[src/rtl/tx_arp_reply.sv]
// ARP reply generator: answers ARP requests for LOCAL_IP with an 8-bit AXI-stream payload.
// Define TX_ARP_PAD_EN to zero-pad the payload to the 46-byte Ethernet minimum.
module tx_arp_reply #(
  parameter logic [47:0] LOCAL_MAC = 48'h000A35000102,
  parameter logic [31:0] LOCAL_IP  = 32'hC0A8010A
) (
  input  logic        s_axis_aclk,
  input  logic        s_axis_rst,
  input  logic        arp_valid,
  input  logic [15:0] arp_opcode,
  input  logic [47:0] arp_srcMac,
  input  logic [31:0] arp_srcIP,
  input  logic [31:0] arp_destIP,
  output logic [47:0] tx_destMac,
  output logic [15:0] tx_ethType,
  output logic        busy,
  output logic [7:0]  drop_cnt,
  output logic [7:0]  m_axis_tdata,
  output logic        m_axis_tlast,
  input  logic        m_axis_tready,
  output logic        m_axis_tuser,
  output logic        m_axis_tvalid
);

`ifdef TX_ARP_PAD_EN
  localparam int FRAME_LEN = 46;
`else
  localparam int FRAME_LEN = 28;
`endif
  localparam logic [5:0] LAST_IDX = 6'(FRAME_LEN - 1);

  typedef enum logic [1:0] {
    IDLE,
    LOAD,
    SEND
  } state_t;

  // Bytes past the 28-byte image shift out as zero, which is the padding.
  function automatic logic [7:0] reply_byte(
    input logic [5:0]  idx,
    input logic [47:0] mac,
    input logic [31:0] ip
  );
    logic [223:0] img;
    logic [223:0] sh;
    img = {16'h0001, 16'h0800, 8'h06, 8'h04, 16'h0002,
           LOCAL_MAC, LOCAL_IP, mac, ip};
    sh = img << {idx, 3'b000};
    return sh[223:216];
  endfunction

  state_t      state_q, state_d;
  logic [5:0]  cnt_q, cnt_d;
  logic [47:0] cur_mac_q, cur_mac_d;
  logic [31:0] cur_ip_q, cur_ip_d;
  logic        pend_vld_q, pend_vld_d;
  logic [47:0] pend_mac_q, pend_mac_d;
  logic [31:0] pend_ip_q, pend_ip_d;
  logic [47:0] dest_mac_q, dest_mac_d;
  logic        busy_q, busy_d;
  logic [7:0]  drop_q, drop_d;
  logic [7:0]  tdata_q, tdata_d;
  logic        tuser_q, tuser_d;
  logic        tlast_q, tlast_d;
  logic        tvalid_q, tvalid_d;

  logic        hs;
  logic        last_hs;
  logic        accept;
  logic [5:0]  nxt_cnt;

  always_comb begin
    state_d    = state_q;
    cnt_d      = cnt_q;
    cur_mac_d  = cur_mac_q;
    cur_ip_d   = cur_ip_q;
    pend_vld_d = pend_vld_q;
    pend_mac_d = pend_mac_q;
    pend_ip_d  = pend_ip_q;
    dest_mac_d = dest_mac_q;
    busy_d     = busy_q;
    drop_d     = drop_q;
    tdata_d    = tdata_q;
    tuser_d    = tuser_q;
    tlast_d    = tlast_q;
    tvalid_d   = tvalid_q;

    hs      = tvalid_q & m_axis_tready;
    last_hs = hs & tlast_q;
    accept  = arp_valid & (arp_opcode == 16'h0001)
            & (arp_destIP == LOCAL_IP);
    nxt_cnt = cnt_q + 6'd1;

    case (state_q)
      IDLE: begin
        if (accept) begin
          cur_mac_d = arp_srcMac;
          cur_ip_d  = arp_srcIP;
          busy_d    = 1'b1;
          state_d   = LOAD;
        end
      end
      LOAD: begin
        dest_mac_d = cur_mac_q;
        cnt_d      = 6'd0;
        tdata_d    = reply_byte(6'd0, cur_mac_q, cur_ip_q);
        tuser_d    = 1'b1;
        tlast_d    = 1'b0;
        tvalid_d   = 1'b1;
        state_d    = SEND;
      end
      SEND: begin
        if (hs) begin
          if (tlast_q) begin
            tvalid_d = 1'b0;
            tuser_d  = 1'b0;
            tlast_d  = 1'b0;
            tdata_d  = 8'h00;
            if (pend_vld_q) begin
              cur_mac_d  = pend_mac_q;
              cur_ip_d   = pend_ip_q;
              pend_vld_d = 1'b0;
              state_d    = LOAD;
            end else if (accept) begin
              cur_mac_d = arp_srcMac;
              cur_ip_d  = arp_srcIP;
              state_d   = LOAD;
            end else begin
              busy_d  = 1'b0;
              state_d = IDLE;
            end
          end else begin
            cnt_d   = nxt_cnt;
            tdata_d = reply_byte(nxt_cnt, cur_mac_q, cur_ip_q);
            tuser_d = 1'b0;
            tlast_d = (nxt_cnt == LAST_IDX);
          end
        end
      end
      default: state_d = IDLE;
    endcase

    // A slot drained by this cycle's last byte can take the new request.
    if (accept && (state_q != IDLE)
        && !(last_hs && !pend_vld_q)) begin
      if (!pend_vld_q || last_hs) begin
        pend_vld_d = 1'b1;
        pend_mac_d = arp_srcMac;
        pend_ip_d  = arp_srcIP;
      end else if (drop_q != 8'hFF) begin
        drop_d = drop_q + 8'd1;
      end
    end
  end

  always_ff @(posedge s_axis_aclk) begin
    if (s_axis_rst) begin
      state_q    <= IDLE;
      cnt_q      <= 6'd0;
      cur_mac_q  <= 48'd0;
      cur_ip_q   <= 32'd0;
      pend_vld_q <= 1'b0;
      pend_mac_q <= 48'd0;
      pend_ip_q  <= 32'd0;
      dest_mac_q <= 48'd0;
      busy_q     <= 1'b0;
      drop_q     <= 8'd0;
      tdata_q    <= 8'd0;
      tuser_q    <= 1'b0;
      tlast_q    <= 1'b0;
      tvalid_q   <= 1'b0;
    end else begin
      state_q    <= state_d;
      cnt_q      <= cnt_d;
      cur_mac_q  <= cur_mac_d;
      cur_ip_q   <= cur_ip_d;
      pend_vld_q <= pend_vld_d;
      pend_mac_q <= pend_mac_d;
      pend_ip_q  <= pend_ip_d;
      dest_mac_q <= dest_mac_d;
      busy_q     <= busy_d;
      drop_q     <= drop_d;
      tdata_q    <= tdata_d;
      tuser_q    <= tuser_d;
      tlast_q    <= tlast_d;
      tvalid_q   <= tvalid_d;
    end
  end

  assign tx_destMac    = dest_mac_q;
  assign tx_ethType    = 16'h0806;
  assign busy          = busy_q;
  assign drop_cnt      = drop_q;
  assign m_axis_tdata  = tdata_q;
  assign m_axis_tuser  = tuser_q;
  assign m_axis_tlast  = tlast_q;
  assign m_axis_tvalid = tvalid_q;

endmodule

[config.mk]
export PLATFORM = sky130hd
export DESIGN_NAME = tx_arp_reply
export DESIGN_NICKNAME = d
export VERILOG_FILES = /design/src/rtl/tx_arp_reply.sv
export SDC_FILE = /design/constraint.sdc
export NUM_CORES = 1
export LEC_CHECK = 0
export CAP_MARGIN = 0
export CORE_AREA = 2 2 194 196
export CTS_CLUSTER_DIAMETER = 150
export CTS_CLUSTER_SIZE = 20
export DETAILED_ROUTE_END_ITERATION = 12
export DIE_AREA = 0 0 196 198
export PLACE_DENSITY = 0.57
export SYNTH_ARGS = -nofsm -noshare
export SYNTH_HDL_FRONTEND = slang
export SYNTH_SLANG_ARGS = --single-unit
[constraint.sdc]
create_clock -name s_axis_aclk -period 4.1 [get_ports s_axis_aclk]
set_clock_uncertainty 0.1 [all_clocks]
set_input_delay 1.23 -clock s_axis_aclk [delete_from_list [all_inputs] [get_ports s_axis_aclk]]
set_output_delay 1.23 -clock s_axis_aclk [all_outputs]
set_load 0.03 [all_outputs]
Yosys cells after proc, flatten, opt, wreduce, memory -nomap -nowiden --
Cells that the tools add are included. Widths: inputs -> output; s select.
Cells by class: multiplexer cells 41, equality and inequality tests 12, bitwise logic cells 5, order comparisons 0, div/mod/pow operators 0, reduce and logical (&&, ||, !) cells 18, multipliers 0, shift-type cells 1, add/sub/neg operators 2
Operator list (number):
- $shl 209x9->224 | 1
- $mux 48 | 4
- $mux 32 | 4
- $pmux 48 s2 | 1
- $pmux 32 s2 | 1
- $eq 32x32->1 const B | 1
- $mux 1 | 17
- $eq 16x1->1 const B | 1
- $mux 8 | 2
- $pmux 8 s2 | 1
- $reduce_and 3->1 | 5
- $mux 6 | 2
- $ne 2x2->1 const B | 6
- $pmux 6 s2 | 1
- $add 8x1->8 const B | 1
- $ne 8x8->1 const B | 1
- $pmux 1 s2 | 4
- $add 6x1->6 const B | 1
- $eq 6x5->1 const B | 1
- $mux 2 | 3
- $pmux 2 s3 | 1
- $reduce_and 6->1 | 1
- $reduce_bool 2->1 | 3
- $and 1x1->1 | 4
- 8 further kinds | 12
Word-level totals: input bits 132, ROM bits 0, bits in registers 237, word-level logic and storage cells 93, bits in writable memories 0, memories kept 0, latch bits 0

Depth between registers and ports, before layout --
Gate-level depths: netlist of run 1.
depth in word-level cells 8, depth in mapped cells 12, depth with buffers taken out 7

Worst setup path after synthesis of run 1 --
No wires, ideal clock.
kind register to register, start point register cnt_q[0], end point register tdata_q[3] (netlist: m_axis_tdata[3]), library setup time 0.117 ns, slack 0.804 ns, arrival 3.079 ns, stages on the path, launching flop included 12, path through dfxtp_1 buf_2 buf_2 clkbuf_1 inv_1 ha_1 clkbuf_1 buf_1 mux4_2 a31oi_1 nand3_1 a32o_1
Between the ends: word-level cells in the longest chain between the ends 5
Ends and longest elaborated chain:
- start: declaration | RTL line 53 | logic [5:0] cnt_q, cnt_d;
- start signal: assignment | RTL line 174 | cnt_q <= cnt_d;
- $add 6x1->6 | RTL line 92 | nxt_cnt = cnt_q + 6'd1;
- $shl 209x9->224 | RTL line 48 | sh = img << {idx, 3'b000};
- $mux 8 | RTL line 114 | if (tlast_q) begin
- $mux 8 | RTL line 113 | if (hs) begin
- $pmux 8 s2 | RTL line 94 | case (state_q)
- end signal: assignment | RTL line 183 | tdata_q <= tdata_d;
- end: declaration | RTL line 62 | logic [7:0] tdata_q, tdata_d;
Every way passes these cells. The select of a mux whose other input is x is not followed. A chain may end at the register's enable or synchronous reset.

Worst setup path in the final report of run 1 --
start point input port arp_destIP[30], end point register pend_mac_q[16]
Between the ends: word-level cells in the longest chain between the ends 5
Ends and longest elaborated chain:
- start: declaration | RTL line 13 | input logic [31:0] arp_destIP,
- $eq 32x32->1 | RTL line 91 | & (arp_destIP == LOCAL_IP);
- $and 1x1->1 | RTL line 91
- $logic_and 1x1->1 | RTL line 144 | if (accept && (state_q != IDLE)
- $logic_and 1x1->1 | RTL line 145 | && !(last_hs && !pend_vld_q)) begin
- $reduce_and 2->1 (no line)
- end signal: assignment | RTL line 178 | pend_mac_q <= pend_mac_d;
- end: declaration | RTL line 57 | logic [47:0] pend_mac_q, pend_mac_d;
Every way passes these cells.

==> out/results.tsv, run 1 <==
metric	value	unit
synth_mux_area_share	12.0	%
comb_power_share	6.3	%
first_pass_iters	5	
p_sw	901	uW
antenna_found_initial	0	
hold_violations	0	
first_global_vias	8992	
cts_tree	done	
core-area	37000	um^2
clk_pin_slew_worst_paths	90	ps
insertion_delay	490	ps
synthXorXnorAreaFrac	0.323	%
drt_iter0_drc	861	
cp-end-kind	flop	
areaGrowthSynthToFinish	24.9	%
arrival	3950	ps
dieArea	38800	um^2
ys_seq_area_share	43.8	%
stdcell_count	1843	
synth_area	10800	um^2
final_common_cell	nand2_1	
synthFlopType	dfxtp_1	
period_share	88.9	%
hp-class	reg2reg	
cts_sinks	237	
ios	216	
synthArstFlopShare	0	%
yosysWarningCount	0	
pwr-share-clk	36.0	%
post_cts_buffers	0	
slew_headroom	45.2	%
yosys.area_share.simple	15.8	%
ir_worst_vdd	203	uV
routed_wl	33.8	mm
cts.path.max_buffers	3	
avgSynthCellArea	8.71	um^2
hold_ws	357	ps
die_x	196	um
tns	0	ps
internal_power	3090	uW
worstPathRequired	4410	ps
worstMarginPinSlew	819	ps
io_buffer_count	199	
swShare	22.6	%
placed_cells_incl_taps	1827	
h-tree-depth	1	
fin_nets	1507	
synth_fa_ha_area_share	0.577	%
routedWlPerCell	18.3	um
period_needed	3640	ps
reg2reg_setup_slack	1230	ps
syn_inst	1245	
cp-start-kind	input port	
rows	71	
ant_nets	0	
synth_compound_area_share	20.7	%
chipHeight	198	um
maxSlewViolCount	0	
initial_utilization	29.3	%
timing.fmax	274	MHz
p_per_area	295	nW/um^2
gp_congestion	0.876	
hold_buffers	0	
vias	9632	
root_buffer	clkbuf_16	
drc	0	
synth_top_family_by_area	compound AO/OA/AOI/OAI gates	
path_max_fanout	17	
drive_gt1_share	6.14	%
worstSetupPathType	in2reg	
synth_edf_count	0	
seqPwrFrac	57.6	%
vias_per_cell	5.23	
layout_common_cells	nand2_1, dfxtp_1, clkdlybuf4s50_1, a21oi_1, o21ai_0	
globalRouteOverflowTotal	0	
drv_cap	0	
grt_usage	16.8	%
status	finished, final reports clean	
dp_hpwl	23.3	mm
synth-seq-cells	237	
grt_max_degree	85	
ctsResizeCount	0	
cts_buffers	15	
setup_viol	0	
leakage	0.00421	uW
synth_cell_types	62	
grt_pass1_wl	52.4	mm
rsz0062_at_grt	no	
n_antenna_cell	0	
==> critical path: stages <==
cell and delay (ps):
clkdlybuf4s50_1 480, nor4bb_1 290, nand4_1 200, or4_1 790
a211oi_4 280, buf_12 240, buf_12 200, mux2i_1 220
==> Yosys cell counts, types with 3 or more instances <==
cell type / number / area share [%]
nand2_1: 279 / 9.7
dfxtp_1: 237 / 44
a21oi_1: 140 / 6.5
clkbuf_1: 91 / 3.2
o21ai_0: 91 / 4.2
mux2i_1: 85 / 7.8
a32oi_1: 79 / 6.4
nor2_1: 28 / 0.97
nand3_1: 18 / 0.83
buf_4: 16 / 1.1
mux4_2: 16 / 3.3
nor4_1: 11 / 0.63
buf_2: 10 / 0.46
nand4_1: 10 / 0.58
buf_12: 8 / 1.5
mux2_2: 8 / 0.83
nand2b_1: 7 / 0.40
nor2b_1: 7 / 0.40
buf_1: 6 / 0.21
inv_1: 6 / 0.21
a31oi_1: 5 / 0.29
ha_1: 5 / 0.58
or3_1: 5 / 0.29
a221o_1: 4 / 0.37
a32o_1: 4 / 0.37
xor2_1: 4 / 0.32
a211oi_1: 3 / 0.21
nor3_1: 3 / 0.14
nor4b_1: 3 / 0.24
nor4bb_1: 3 / 0.28
o21a_1: 3 / 0.21
o22ai_1: 3 / 0.17
o31ai_1: 3 / 0.21
o41ai_1: 3 / 0.24
or4_1: 3 / 0.21
==> registers in the layout, summed over array words and instances, names as in the netlist <==
name           flops
cur_mac_q         48
pend_mac_q        48
tx_destMac        48
cur_ip_q          32
pend_ip_q         32
drop_cnt           8
m_axis_tdata       8
cnt_q              6
state_q            2
busy               1
m_axis_tlast       1
m_axis_tuser       1
m_axis_tvalid      1
pend_vld_q         1
==> through the flow <==
| step | util (%) | area [um^2] | total power [uW] | setup slack, ps |
|---|---|---|---|---|
| 3_3_place_gp | 35.6 | 13200 | 2600 | 22.6 |
| 4_1_cts | 36.6 | 13500 | 4040 | 475 |
| 3_5_place_dp | 35.6 | 13200 | 2610 | -18.8 |
| 6_report | 36.6 | 13500 | 3990 | 456 |
| 5_1_grt | 36.6 | 13500 | 4130 | 276 |
| 2_1_floorplan | - | 10900 | 2450 | 804 |
==> kinds of logic (layout without fill, tap and decap cells) <==
group,after synthesis,after routing
and+or+nand+nor,392,392
muxes,109,109
buffers and inverters,138,248
other,2,16
DFF,237,237
xor gates and xnor gates,4,4
AOI/OAI and AO/OA,358,358
adders and majority gates,5,5
==> power groups by stage <==
stage          sequential [uW]  combinational [uW]  clock, uW
3_3_place_gp              2350                 249          0
3_5_place_dp              2350                 252          0
4_1_cts                   2300                 253       1490
6_report                  2300                 252       1440
5_1_grt                   2300                 269       1560
2_1_floorplan             2350                96.6          0
==> layout make-up <==
cell class	instances	area, um^2
flip-flops and latches	237	4750
fillers	3796	23400
clock inverters	1	5.00
inverters	6	25.0
clock buffers	15	375
multi-input cells	884	5460
repair buffers	226	2330
well taps	474	593
==> per-layer routing <==
| layer | share of wire (%) | wire (um) | vias to the layer above | global-route usage (%) |
|---|---|---|---|---|
| met5 | 0 | 0 | - | 0 |
| met4 | 1.9 | 641 | 0 | 3.70 |
| met3 | 4.4 | 1500 | 33 | 2.18 |
| met2 | 47 | 15900 | 240 | 27.3 |
| met1 | 47 | 15700 | 4673 | 23.8 |
| li1 | - | - | 4686 | - |
==> worst paths after layout <==
| check | startpoint | end | cells after the start |
|---|---|---|---|
| worst max-delay path | arp_destIP[30] | pend_mac_q[16]$_SDFFE_PP0P_ | 8 |
| worst min-delay path | tx_destMac[22]$_SDFFE_PP0P_ | tx_destMac[22]$_SDFFE_PP0P_ | 2 |
| worst max register to register | cnt_q[1]$_SDFFE_PP0P_ | m_axis_tdata[1]$_SDFFE_PP0P_ | 7 |
| worst min register to register | tx_destMac[22]$_SDFFE_PP0P_ | tx_destMac[22]$_SDFFE_PP0P_ | 2 |
Note: power is estimated with default switching activity, not from simulation.
==> inputs of run 2 (changes only) <==
- CAP_MARGIN: 0 -> not set
- SETUP_SLACK_MARGIN: not set -> 0.3
==> out/results.tsv, run 2 (synthesis gave the netlist of run 1 again) <==
metric	value	unit	change
fin_nets	1507		unchanged
cts_sinks	237		unchanged
grt_pass1_wl	52.4	mm	unchanged
rsz0062_at_grt	no		unchanged
initial_utilization	29.3	%	unchanged
dieArea	38800	um^2	unchanged
p_per_area	295	nW/um^2	about the same
routed_wl	33.8	mm	about the same
setup_viol	0		unchanged
final_common_cell	nand2_1		unchanged
grt_max_degree	85		unchanged
clk_pin_slew_worst_paths	90	ps	about the same
core-area	37000	um^2	unchanged
timing.fmax	287	MHz	was 274 MHz
chipHeight	198	um	unchanged
cts_tree	done		unchanged
layout_common_cells	nand2_1, dfxtp_1, clkdlybuf4s50_1, a21oi_1, o21ai_0		unchanged
drc	0		unchanged
antenna_found_initial	0		unchanged
drv_cap	0		unchanged
slew_headroom	45.2	%	about the same
rows	71		unchanged
grtUsageMet3	2.18	%	unchanged
insertion_delay	490	ps	about the same
dp_hpwl	23.3	mm	unchanged
comb_power_share	6.3	%	about the same
cts_buffers	15		unchanged
hold_buffers	0		unchanged
status	finished, final reports clean		unchanged
seqPwrFrac	57.6	%	about the same
cp-end-kind	flop		unchanged
worstMarginPinSlew	820	ps	was 819 ps
internal_power	3090	uW	about the same
period_needed	3480	ps	was 3640 ps
cp-start-kind	input port		unchanged
dp_slack	-18.8	ps	unchanged
n_antenna_cell	0		unchanged
h-tree-depth	1		unchanged
path_max_fanout	17		unchanged
busiest_layer	met2		unchanged
first_pass_iters	5		unchanged
gp_congestion	0.876		unchanged
routedWlPerCell	18.3	um	about the same
post_cts_buffers	0		unchanged
vias_per_cell	5.21		was 5.23
areaGrowthSynthToFinish	24.9	%	about the same
maxSlewViolCount	0		unchanged
hp-class	reg2reg		unchanged
first_global_vias	8992		unchanged
worstSetupPathType	in2reg		unchanged
die_x	196	um	unchanged
root_buffer	clkbuf_16		unchanged
fin_ws	616	ps	was 456 ps
worstPathRequired	4410	ps	about the same
nFillCells	3797		was 3796
grt.met2_usage	27.3	%	unchanged
pwr-share-clk	36.1	%	was 36.0%
ant_nets	0		unchanged
drive_gt1_share	6.21	%	was 6.14%
placed_cells_incl_taps	1827		unchanged
period_share	85.0	%	was 88.9%
stdcell_count	1843		unchanged
arrival	3790	ps	was 3950 ps
drt_iter0_drc	855		was 861
cts.path.max_buffers	3		unchanged
hold_violations	0		unchanged
ios	216		unchanged
ctsResizeCount	0		unchanged
globalRouteOverflowTotal	0		unchanged
leakage	0.00422	uW	was 0.00421 uW
grt_usage	16.8	%	unchanged
ir_worst_vdd	203	uV	about the same
post-route-util	36.6	%	about the same
swShare	22.6	%	about the same
io_buffer_count	199		unchanged
vias	9603		was 9632
p_sw	901	uW	about the same
gr-usage-met1	23.8	%	unchanged
==> run 2: critical path: stages <==
cell	delay [ps]
clkdlybuf4s50_1	480
nor4bb_1	290
nand4_1	210
or4_4	670
a211oi_4	230
buf_12	240
buf_12	200
mux2i_1	220
==> run 2: cell type report <==
cell class | instances | area (um^2) | area share [%]
clock buffers | 15 | 375 | 2.77
flip-flops and latches | 237 | 4750 | 35.1
well taps | 474 | 593 | 4.38
repair buffers | 226 | 2330 | 17.2
inverters | 6 | 25.0 | 0.185
clock inverters | 1 | 5.00 | 0.0370
multi-input cells | 884 | 5470 | 40.4
==> run 2: power groups by stage <==
stage / combinational (uW) / sequential (uW) / clock [uW]
final: 252 / 2300 / 1440
after floorplan: 96.6 / 2350 / 0
after detailed placement: 252 / 2350 / 0
after global placement: 249 / 2350 / 0
after CTS: 253 / 2300 / 1490
after global routing: 269 / 2300 / 1560
==> run 2: through the flow <==
stage / instance area [um^2] / power (uW) / setup TNS (ps) / hold slack (ps)
6_report: 13500 / 3990 / 0 / 357
5_1_grt: 13500 / 4130 / 0 / 376
4_1_cts: 13500 / 4040 / 0 / 360
3_5_place_dp: 13200 / 2610 / -83.7 / 347
3_3_place_gp: 13200 / 2600 / 0 / 341
2_1_floorplan: 10900 / 2450 / 0 / 330
==> run 2: path summary, 6_finish.rpt <==
kind	endpoint	slack [ps]	depth (start not counted)	from
worst max-delay path	pend_mac_q[16]$_SDFFE_PP0P_	620	8	arp_destIP[30]
worst min-delay path	tx_destMac[22]$_SDFFE_PP0P_	360	2	tx_destMac[22]$_SDFFE_PP0P_
worst max register to register	m_axis_tdata[1]$_SDFFE_PP0P_	1220	7	cnt_q[1]$_SDFFE_PP0P_
worst min register to register	tx_destMac[22]$_SDFFE_PP0P_	360	2	tx_destMac[22]$_SDFFE_PP0P_
==> run 2: routing by layer <==
metal,vias up,part of all wire (%)
met4,0,1.9
met1,4649,47
met2,240,47
li1,4681,-
met3,33,4.6
met5,-,0
==> inputs of run 3 (changes only) <==
- clock period: 4.1 -> 3.3 ns (I/O delays scaled with it)
==> out/results.tsv, run 3 (synthesis gave the netlist of run 1 again) <==
metric	value	unit	change
period_share	89.5	%	
cts.path.max_buffers	3		unchanged
setup_viol	0		unchanged
drc	0		unchanged
gp_congestion	0.825		was 0.876
worstPathRequired	3610	ps	was 4410 ps
leakage	0.00462	uW	was 0.00422 uW
grt_pass1_wl	53.4	mm	was 52.4 mm
cts_tree	done		unchanged
path_max_fanout	11		was 17
placed_cells_incl_taps	1840		was 1827
dp_slack	-410	ps	was -18.8 ps
worstSetupPathType	in2reg		unchanged
final_common_cell	nand2_1		unchanged
drive_gt1_share	9.98	%	was 6.21%
maxSlewViolCount	0		unchanged
first_pass_iters	5		unchanged
rsz0062_at_grt	no		unchanged
worstMarginPinSlew	941	ps	was 820 ps
layout_common_cells	nand2_1, dfxtp_1, clkdlybuf4s50_1, a21oi_1, o21ai_0		unchanged
cp_slowest_cell	or4_4		unchanged
p_per_area	353	nW/um^2	was 295 nW/um^2
globalRouteOverflowTotal	0		unchanged
antenna_found_initial	0		unchanged
vias	9768		was 9603
n_antenna_cell	0		unchanged
slew_headroom	37.1	%	was 45.2%
max_stage_delay	510	ps	was 670 ps
arrival	3260	ps	was 3790 ps
rows	71		unchanged
period_needed	2950	ps	
ant_nets	0		unchanged
h-tree-depth	1		unchanged
chipHeight	198	um	unchanged
stdcell_count	1877		was 1843
post-route-util	37.9	%	was 36.6%
routed_wl	34.7	mm	was 33.8 mm
tns	0	ps	unchanged
crit_family	simple AND/OR/NAND/NOR gates		unchanged
die_x	196	um	unchanged
hp-start	tx_destMac[41]$_SDFFE_PP0P_		was tx_destMac[22]$_SDFFE_PP0P_
drv_cap	0		unchanged
cp-end-kind	flop		unchanged
insertion_delay	480	ps	was 490 ps
status	finished, final reports clean		unchanged
drt_iter0_drc	813		was 855
ir_worst_vdd	309	uV	was 203 uV
hp-class	reg2reg		unchanged
hold_violations	0		unchanged
cp-start-kind	input port		unchanged
cts_sinks	237		unchanged
vias_per_cell	5.20		was 5.21
core-area	37000	um^2	unchanged
fin_nets	1541		was 1507
dp_hpwl	23.6	mm	was 23.3 mm
dieArea	38800	um^2	unchanged
fin_ws	345	ps	was 616 ps
nFillCells	3752		was 3797
crit_chain	dlygate4sd2_1 > nor4bb_2 > nand4_1 > or4_4 > buf_6 > a211oi_4 > buf_12 > buf_4 > buf_16 > mux2i_1		was clkdlybuf4s50_1 > nor4bb_1 > nand4_1 > or4_4 > a211oi_4 > buf_12 > buf_12 > mux2i_1
cts_buffers	15		unchanged
areaGrowthSynthToFinish	29.1	%	was 24.9%
grt_usage	17.2	%	was 16.8%
crit_buf_inv	5		was 3
root_buffer	clkbuf_16		unchanged
grt_max_degree	80		was 85
crit-reg2reg-launch	cnt_q[1]$_SDFFE_PP0P_		unchanged
initial_utilization	29.3	%	unchanged
placed_cell_area	13300	um^2	was 13200 um^2
hold_buffers	0		unchanged
clk_pin_slew_worst_paths	90	ps	about the same
ios	216		unchanged
first_global_vias	9285		was 8992
cp-startpoint	arp_destIP[22]		was arp_destIP[30]
io_buffer_count	199		unchanged
routedWlPerCell	18.5	um	was 18.3 um
timing.fmax	338	MHz	
fin_area	14000	um^2	was 13500 um^2
-- run 3: stage by stage --
step                power (uW)  hold slack, ps
global route              5110             378
detailed placement        3230             346
CTS                       5010             358
finish                    4940             355
floorplan                 3040             330
global placement          3230             341
-- run 3: per-layer routing --
layer | GRT usage [%] | share of wire [%] | vias to the layer above
li1 | - | - | 4754
met3 | 1.89 | 4.1 | 41
met5 | 0 | 0 | -
met1 | 23.5 | 46 | 4718
met4 | 4.83 | 2.6 | 0
met2 | 28.6 | 47 | 255
-- run 3: worst register-to-register path: cells and delay by family, from the launching register on --
kind                     cells  cell delay (ps)
AO/OA/AOI/OAI                2              400
adder cells (fa/ha/maj)      1              560
buffers and inverters        2              530
flip-flops                   1              490
multiplexers                 1              560
AND/OR/NAND/NOR              1              100
-- run 3: final timing paths --
path | cells past startpoint | to | slack, ps
max | 10 | pend_ip_q[7]$_SDFFE_PP0P_ | 350
min | 2 | tx_destMac[41]$_SDFFE_PP0P_ | 360
max reg2reg | 7 | m_axis_tdata[7]$_SDFFE_PP0P_ | 460
min reg2reg | 2 | tx_destMac[41]$_SDFFE_PP0P_ | 360
-- run 3: what timing repair did --
item,CTS,global route
gates resized for setup,40,50
cloned,3,0
pin swaps,8,17
buffers inserted,18,0
setup endpoints to repair,83,169
-- run 3: area by class of cell --
class / instances / area, um^2 / area share, %
Tap cell: 474 / 593 / 4.24
Sequential cell: 237 / 4750 / 33.9
Clock buffer: 15 / 375 / 2.68
Multi-Input combinational cell: 884 / 5560 / 39.7
Clock inverter: 1 / 5.00 / 0.0358
Inverter: 6 / 25.0 / 0.179
Timing Repair Buffer: 260 / 2690 / 19.2
-- run 3: report_power, final --
part	internal, uW	leakage (uW)	switching, uW
combinational	148	0.00252	158
sequential	2860	0.00191	0.00000000000101
clock	818	0.000189	964
